### config.mk
export PLATFORM = sky130hd
export DESIGN_NAME = contador_bits_param_flat
export DESIGN_NICKNAME = d
export VERILOG_FILES = /design/src/rtl/contador_bits_param_if.sv /design/src/rtl/contador_bits_param.sv /design/src/flat_wrapper.sv
export SDC_FILE = /design/constraint.sdc
export NUM_CORES = 1
export LEC_CHECK = 0
export ABC_AREA = 0
export CORE_MARGIN = 10
export CORE_UTILIZATION = 52
export CTS_BUF_LIST = sky130_fd_sc_hd__clkbuf_8
export DETAILED_ROUTE_END_ITERATION = 16
export GPL_TIMING_DRIVEN = 0
export PLACE_DENSITY = 0.81
export SLEW_MARGIN = 20
export SYNTH_ARGS = -nofsm -noshare
export SYNTH_HDL_FRONTEND = slang
export SYNTH_SLANG_ARGS = --single-unit
export TNS_END_PERCENT = 10
### constraint.sdc
create_clock -name clk -period 2.2 [get_ports clk]
set_input_delay 0.33 -clock clk [delete_from_list [all_inputs] [get_ports clk]]
set_output_delay 0.33 -clock clk [all_outputs]
set_load 0.05 [all_outputs]
### src/rtl/contador_bits_param_if.sv
// contador_bits_param_if
// Groups the request/result signals of the serial bit-statistics unit.
//
// Handshake: 'start' is a request that the unit takes only while it is not
// busy (OCIOSO or PRONTO). The cycle in which it is taken also captures A
// and modo. 'pronto' goes high when the result is ready. 'resultado' is then
// valid and stays stable until the next request is taken. 'ocupado' is high
// for the whole counting phase, and requests made during that phase are
// ignored.
//
// Signals:
//   start     request a new operation (master -> unit)
//   A         WIDTH-bit operand (master -> unit)
//   modo      00 ones, 01 zeros, 10 trailing zeros, 11 same as 00
//   resultado CW-bit count, valid while pronto=1 (unit -> master)
//   pronto    unit holds a finished result
//   ocupado   unit is counting
//   estado    debug view of the control FSM: 0 OCIOSO, 1 CONTA, 2 PRONTO
interface contador_bits_param_if #(
  parameter int WIDTH = 16
) ();
  localparam int CW = $clog2(WIDTH + 1);

  logic             start;
  logic [WIDTH-1:0] A;
  logic [1:0]       modo;
  logic [CW-1:0]    resultado;
  logic             pronto;
  logic             ocupado;
  logic [1:0]       estado;

  modport master (
    output start, A, modo,
    input  resultado, pronto, ocupado, estado
  );

  modport slave (
    input  start, A, modo,
    output resultado, pronto, ocupado, estado
  );
endinterface

### src/rtl/contador_bits_param.sv
// contador_bits_param
// Serial bit-statistics unit. It counts the ones, zeros or trailing zeros of
// a WIDTH-bit operand, one bit per clock. A control FSM drives a
// shift-right data register and an increment counter. The count stops early
// as soon as no remaining bit can change the result.
//
// Ports:
//   clk    system clock, rising edge
//   reset  synchronous, active-high; drops any operation in flight
//   bus    contador_bits_param_if.slave (start, A, modo in;
//          resultado, pronto, ocupado, estado out)
module contador_bits_param #(
  parameter  int WIDTH = 16,
  localparam int CW    = $clog2(WIDTH + 1)
) (
  input  logic                 clk,
  input  logic                 reset,
  contador_bits_param_if.slave bus
);

  typedef enum logic [1:0] {
    OCIOSO = 2'd0,
    CONTA  = 2'd1,
    PRONTO = 2'd2
  } estado_t;

  estado_t          estado, estado_n;
  logic [WIDTH-1:0] reg_a, reg_a_n;
  logic [1:0]       modo_r, modo_r_n;
  logic [CW-1:0]    cnt, cnt_n;

  always_ff @(posedge clk) begin
    if (reset) begin
      estado <= OCIOSO;
      reg_a  <= '0;
      modo_r <= 2'b00;
      cnt    <= '0;
    end else begin
      estado <= estado_n;
      reg_a  <= reg_a_n;
      modo_r <= modo_r_n;
      cnt    <= cnt_n;
    end
  end

  always_comb begin
    estado_n = estado;
    reg_a_n  = reg_a;
    modo_r_n = modo_r;
    cnt_n    = cnt;
    case (estado)
      OCIOSO, PRONTO: begin
        if (bus.start) begin
          // Counting zeros is counting ones of the inverted operand.
          reg_a_n  = (bus.modo == 2'b01) ? ~bus.A : bus.A;
          modo_r_n = bus.modo;
          cnt_n    = '0;
          estado_n = CONTA;
        end
      end
      CONTA: begin
        if (modo_r == 2'b10) begin
          if (reg_a == '0) begin
            // An all-zero operand has no terminating one.
            cnt_n    = CW'(WIDTH);
            estado_n = PRONTO;
          end else if (reg_a[0]) begin
            estado_n = PRONTO;
          end else begin
            cnt_n   = cnt + CW'(1);
            reg_a_n = reg_a >> 1;
          end
        end else begin
          // Once the register is empty, no ones are left to count.
          if (reg_a == '0) begin
            estado_n = PRONTO;
          end else begin
            cnt_n   = cnt + CW'(reg_a[0]);
            reg_a_n = reg_a >> 1;
          end
        end
      end
      default: estado_n = OCIOSO;
    endcase
  end

  assign bus.resultado = cnt;
  assign bus.pronto    = (estado == PRONTO);
  assign bus.ocupado   = (estado == CONTA);
  assign bus.estado    = estado;

endmodule
### src/flat_wrapper.sv
// flat-port wrapper written by rule: the top's interface ports become plain ports
module contador_bits_param_flat 
#(
  parameter  int WIDTH = 16,
  localparam int CW    = $clog2(WIDTH + 1)
)
  (clk, reset, bus_start, bus_A, bus_modo, bus_resultado, bus_pronto, bus_ocupado, bus_estado);
  contador_bits_param_if #(.WIDTH(WIDTH)) bus_i ();
  input  logic clk;
  input  logic reset;
  input wire logic [$bits(bus_i.start)-1:0] bus_start;
  input wire logic [$bits(bus_i.A)-1:0] bus_A;
  input wire logic [$bits(bus_i.modo)-1:0] bus_modo;
  output wire logic [$bits(bus_i.resultado)-1:0] bus_resultado;
  output wire logic [$bits(bus_i.pronto)-1:0] bus_pronto;
  output wire logic [$bits(bus_i.ocupado)-1:0] bus_ocupado;
  output wire logic [$bits(bus_i.estado)-1:0] bus_estado;
  assign bus_i.start = bus_start;
  assign bus_i.A = bus_A;
  assign bus_i.modo = bus_modo;
  assign bus_resultado = bus_i.resultado;
  assign bus_pronto = bus_i.pronto;
  assign bus_ocupado = bus_i.ocupado;
  assign bus_estado = bus_i.estado;
  contador_bits_param #(.WIDTH(WIDTH)) u_core (.clk(clk), .reset(reset), .bus(bus_i));
endmodule
== Word level (Yosys, flattened, before mapping) ==
Cells that the tools add are included.

* Divide/modulo/power cells: 0
* Shifts and indexed selects: 0
* Multipliers: 0
* Equality and inequality tests: 11
* Reduce and logical (&&, ||, !) cells: 9
* Order comparisons: 0
* Add/subtract/negate cells: 2
* Mux-type cells: 19
* Bitwise operators: 1

{| class="wikitable"
|+ Operators with widths
! cell !! count
|-
| $mux W16 || 6
|-
| $pmux W16 S2 || 1
|-
| $mux W5 || 5
|-
| $logic_not A16 Y1 || 1
|-
| $not A16 Y16 || 1
|-
| $mux W2 || 5
|-
| $pmux W5 S2 || 1
|-
| $reduce_and A4 Y1 || 2
|-
| $ne A3 B1 Y1 const B || 2
|-
| $reduce_and A3 Y1 || 2
|-
| $add A5 B1 Y5 || 1
|-
| $add A5 B1 Y5 const B || 1
|-
| $eq A2 B1 Y1 const B || 2
|-
| $eq A2 B2 Y1 const B || 2
|-
| $ne A2 B2 Y1 const B || 2
|-
| $ne A4 B4 Y1 const B || 1
|-
| $pmux W2 S2 || 1
|-
| $ne A3 B2 Y1 const B || 1
|-
| $ne A3 B3 Y1 const B || 1
|-
| $logic_not A2 Y1 || 1
|-
| $reduce_and A2 Y1 || 1
|-
| $reduce_bool A2 Y1 || 1
|-
| $reduce_or A2 Y1 || 1
|}

* Memories: 0
* Memory bits (read-only): 0
* Bits in writable memories: 0
* Output and inout bits: 9
* Bits in latches: 0
* Bits in registers: 25

== Depth between registers and ports, before layout ==
* Word-level depth: 5
* Depth in mapped cells: 7

== Least setup slack after synthesis ==
OpenSTA, ideal clock, no wires.

* Path kind: reg2reg
* Start point: reg u_core.estado[0], in the netlist u_core.bus.estado[0]
* End point: reg u_core.cnt[3], in the netlist u_core.bus.resultado[3]
* Cell stages (with the launch flop): 6
* Setup time: 0.074 ns
* Required time: 2.126 ns
* Data arrival time: 2.088 ns
* Path buffers: 0
* Setup slack: 0.037 ns
* Cell sequence: dfxtp_1 nand2b_1 inv_1 nand2b_1 or4_1 a31oi_1

* Elaborated cells on any way between the ends: 10
* Those cells by class: eq/ne: 5; mux: 1; reduce/logical: 4

{| class="wikitable"
|+ RTL lines
! item !! line !! RTL
|-
| start: declaration || contador_bits_param.sv:27 || <nowiki>estado_t estado, estado_n;</nowiki>
|-
| start signal: assignment || contador_bits_param.sv:39 || <nowiki>estado <= estado_n;</nowiki>
|-
| $eq A2 B1 Y1 (*) || n/a ||
|-
| via bus_ocupado || flat_wrapper.sv:16 || <nowiki>output wire logic [$bits(bus_i.ocupado)-1:0] bus_ocupado;</nowiki>
|-
| $ne A4 B4 Y1 (no line) (tied with other cells) || n/a ||
|-
| $reduce_and A4 Y1 (no line) || n/a ||
|-
| end signal: assignment || contador_bits_param.sv:42 || <nowiki>cnt <= cnt_n;</nowiki>
|-
| end: declaration || contador_bits_param.sv:30 || <nowiki>logic [CW-1:0] cnt, cnt_n;</nowiki>
|}

The timed path passes the listed nets; every way through them passes the cells marked *.
A chain may end at the register's enable or synchronous reset.

== Worst setup path in the final report ==
* Start point: reg u_core.estado[1], in the netlist u_core.bus.estado[1]
* End point: out bus_pronto

* Cells in the longest elaborated chain, start to end: 1

{| class="wikitable"
|+ RTL lines
! item !! line !! RTL
|-
| $eq A2 B2 Y1 || contador_bits_param.sv:88 || <nowiki>assign bus.pronto = (estado == PRONTO);</nowiki>
|-
| end: declaration || flat_wrapper.sv:15 || <nowiki>output wire logic [$bits(bus_i.pronto)-1:0] bus_pronto;</nowiki>
|}

No other way between the ends.

==> results.cfg <==
[yosys]
synth_xor_xnor_area_share = 0.0969
synthFlopType = dfxtp_1
ys_ff_latch = 25
post_synth_and_or_nand_nor_area_fraction = 0.263
yosysWarnings = 0
synth_seq_area_share = 0.346
synth.area.mux_share = 0.0216
synth.area.top_cells = dfxtp_1 (35%), xor2_1 (9.7%), a221oi_1 (8.5%)
synth_top_family_by_area = simple AND/OR/NAND/NOR gates
synth_top_area_cell = dfxtp_1
synth_enable_flop_cells = 0
synth-adder-area-share = 0.0260
syn_area_per_cell_um2 = 8.61
async_reset_ff_frac = 0
netlist.area_leader.share = 0.346
synth_nets = 192
synth_compound_area_frac = 0.196
synth_cell_types = 38
syn_area_um2 = 1450
synthCells = 168

[floorplan]
coreArea_um2 = 2710
rows = 19
io_pins = 30
die_w_um = 72.7
start_util = 0.534
die_h_um = 72.7
die_area_um2 = 5290

[timing]
max-slew-margin-rel = 0.645
grt_setup_unrepaired = no
setup_ws_ns = 0.219
min_period_over_period = 0.901
setup_tns_ns = 0
slew_violations = 0
hold_viol_final = 0
final-setup-viol-count = 0
min_period_ns = 1.98
fmax_mhz = 505
worst-slew-pin-transition_ns = 0.532
skew_ns = 0.0124

[setup_path]
endpoint_kind = output port
crit_type = register to output port
worstPathRequired_ns = 1.87
start_kind = register
crit_arrival_ns = 1.65
critPathMaxFanout = 3

[final_layout]
nNetsFinal = 225
layout_commonest_cell = clkdlybuf4s50_1
n_fill_cell = 240
layout_common_cells = clkdlybuf4s50_1 (27), dfxtp_1 (25), nor2_1 (19), xor2_1 (16)
drive_gt1_frac = 0.0950
area_growth_pct = 25.6
antenna_cells = 0

[route]
route.detailed.drc = 0
vias_per_cell = 5.94
wire_per_inst_um = 15.8
ant_nets = 0
routed_wl_um = 3660
vias = 1372
drt_iter0_markers = 128
drt_pass1_iterations = 4

[job]
max_cap_violations = 0

[cts]
cts_tree = yes
cts.htree.levels = 1
cts_sinks = 25
cts_hold_repair.buffers = 0
insertion_delay_ns = 0.28
root_buffer = clkbuf_8
cts_made_buffers = 3
clk_pin_slew_ns = 0.10
cts_buffer_depth = 2

[placed_design]
numPortBuffers = 28
place_ws_ns = 0.0104
gp_congestion = 0.853
hpwl_um = 2820

[global_routing]
grt_use_total = 0.140
grt_max_degree = 16
grt_pass1_vias = 1363
grt_pass1_wl_um = 6180
grt_overflow_total = 0
antenna_found_initial = 0

[pwr]
power_density_nw_per_um2 = 641
leakage_nw = 0.713
ir_worst_vdd_v = 0.000528

[run_status]
status = finished clean

[worst_hold_path]
min_path_type = input port to register
[cells in the mapped netlist, types with 4 or more instances]
cell / n
a21oi_1: 6
a221oi_1: 14
clkbuf_1: 4
dfxtp_1: 25
nand2_1: 14
nand2b_1: 5
nand3_1: 4
nor2_1: 19
nor2b_1: 5
nor3_1: 14
o21ai_0: 7
xor2_1: 16
[worst max-delay path: stages (launching register included)]
cell	delay, ns
dfxtp_1	0.35
nor2b_1	0.20
clkdlybuf4s50_1	0.84
[flip-flops by register name, indices dropped and copies added (netlist names)]
| name | cells |
|---|---|
| u_core.bus.resultado | 5 |
| u_core.modo_r | 2 |
| u_core.bus.estado | 2 |
| u_core.reg_a | 16 |
[metal layers]
layer | part of all wire | up-vias | GRT usage
li1 | - | 678 | -
met1 | 0.44 | 641 | 0.160
met2 | 0.49 | 46 | 0.250
met3 | 0.053 | 7 | 0.0286
met4 | 0.013 | 0 | 0.0485
met5 | 0 | - | 0
[report_power, final]
group          leakage (nW)  switching, mW  internal [mW]
registers             0.206         0.0505          0.497
clock network        0.0217          0.162          0.129
logic                 0.486          0.178          0.148
total                 0.713          0.391          0.774
[stage by stage]
step | hold slack, ns | power, mW | utilization | instance area (µm²) | std cells
floorplan | 0.453 | 0.776 | - | 1450 | 168
global placement | 0.468 | 0.869 | 0.651 | 1770 | 227
detailed placement | 0.483 | 0.882 | 0.651 | 1770 | 227
CTS | 0.455 | 1.16 | 0.669 | 1810 | 231
global route | 0.467 | 1.23 | 0.670 | 1820 | 231
finish | 0.449 | 1.17 | 0.670 | 1820 | 231
[layout make-up]
type	count	area, µm²	area share
buffer	12	68.8	0.0379
timing repair buffer	28	283	0.156
tap	31	38.8	0.0213
multi-input combinational	130	873	0.481
sequential	25	500	0.275
inverter	1	3.75	0.00207
clock buffer	3	41.3	0.0227
clock inverter	1	7.51	0.00413
[final timing paths]
check / startpoint / end / slack [ns] / cells after the start
worst min register to register: u_core.modo_r[0] / u_core.modo_r[0] / 0.49 / 2
worst min-delay path: reset / u_core.reg_a[1] / 0.45 / 2
worst max register to register: u_core.reg_a[5] / u_core.bus.resultado[3] / 0.37 / 6
worst max-delay path: u_core.bus.estado[1] / bus_pronto / 0.22 / 2
[kinds of logic (layout without fill, tap and decap cells)]
kind of cell,after synthesis,in the layout
flip-flops,25,25
XOR/XNOR,16,16
AO/OA/AOI/OAI,37,37
AND/OR/NAND/NOR,71,71
multiplexers,3,3
buffers and inverters,13,45
adder cells (fa/ha/maj),3,3
[timing repair]
| action | in CTS | in global routing |
|---|---|---|
| endpoints found under the setup margin | 0 | 1 |
| gates resized for setup | 0 | 1 |
| buffers inserted | 0 | 0 |
No activity file was read; power rests on OpenSTA's default activity.
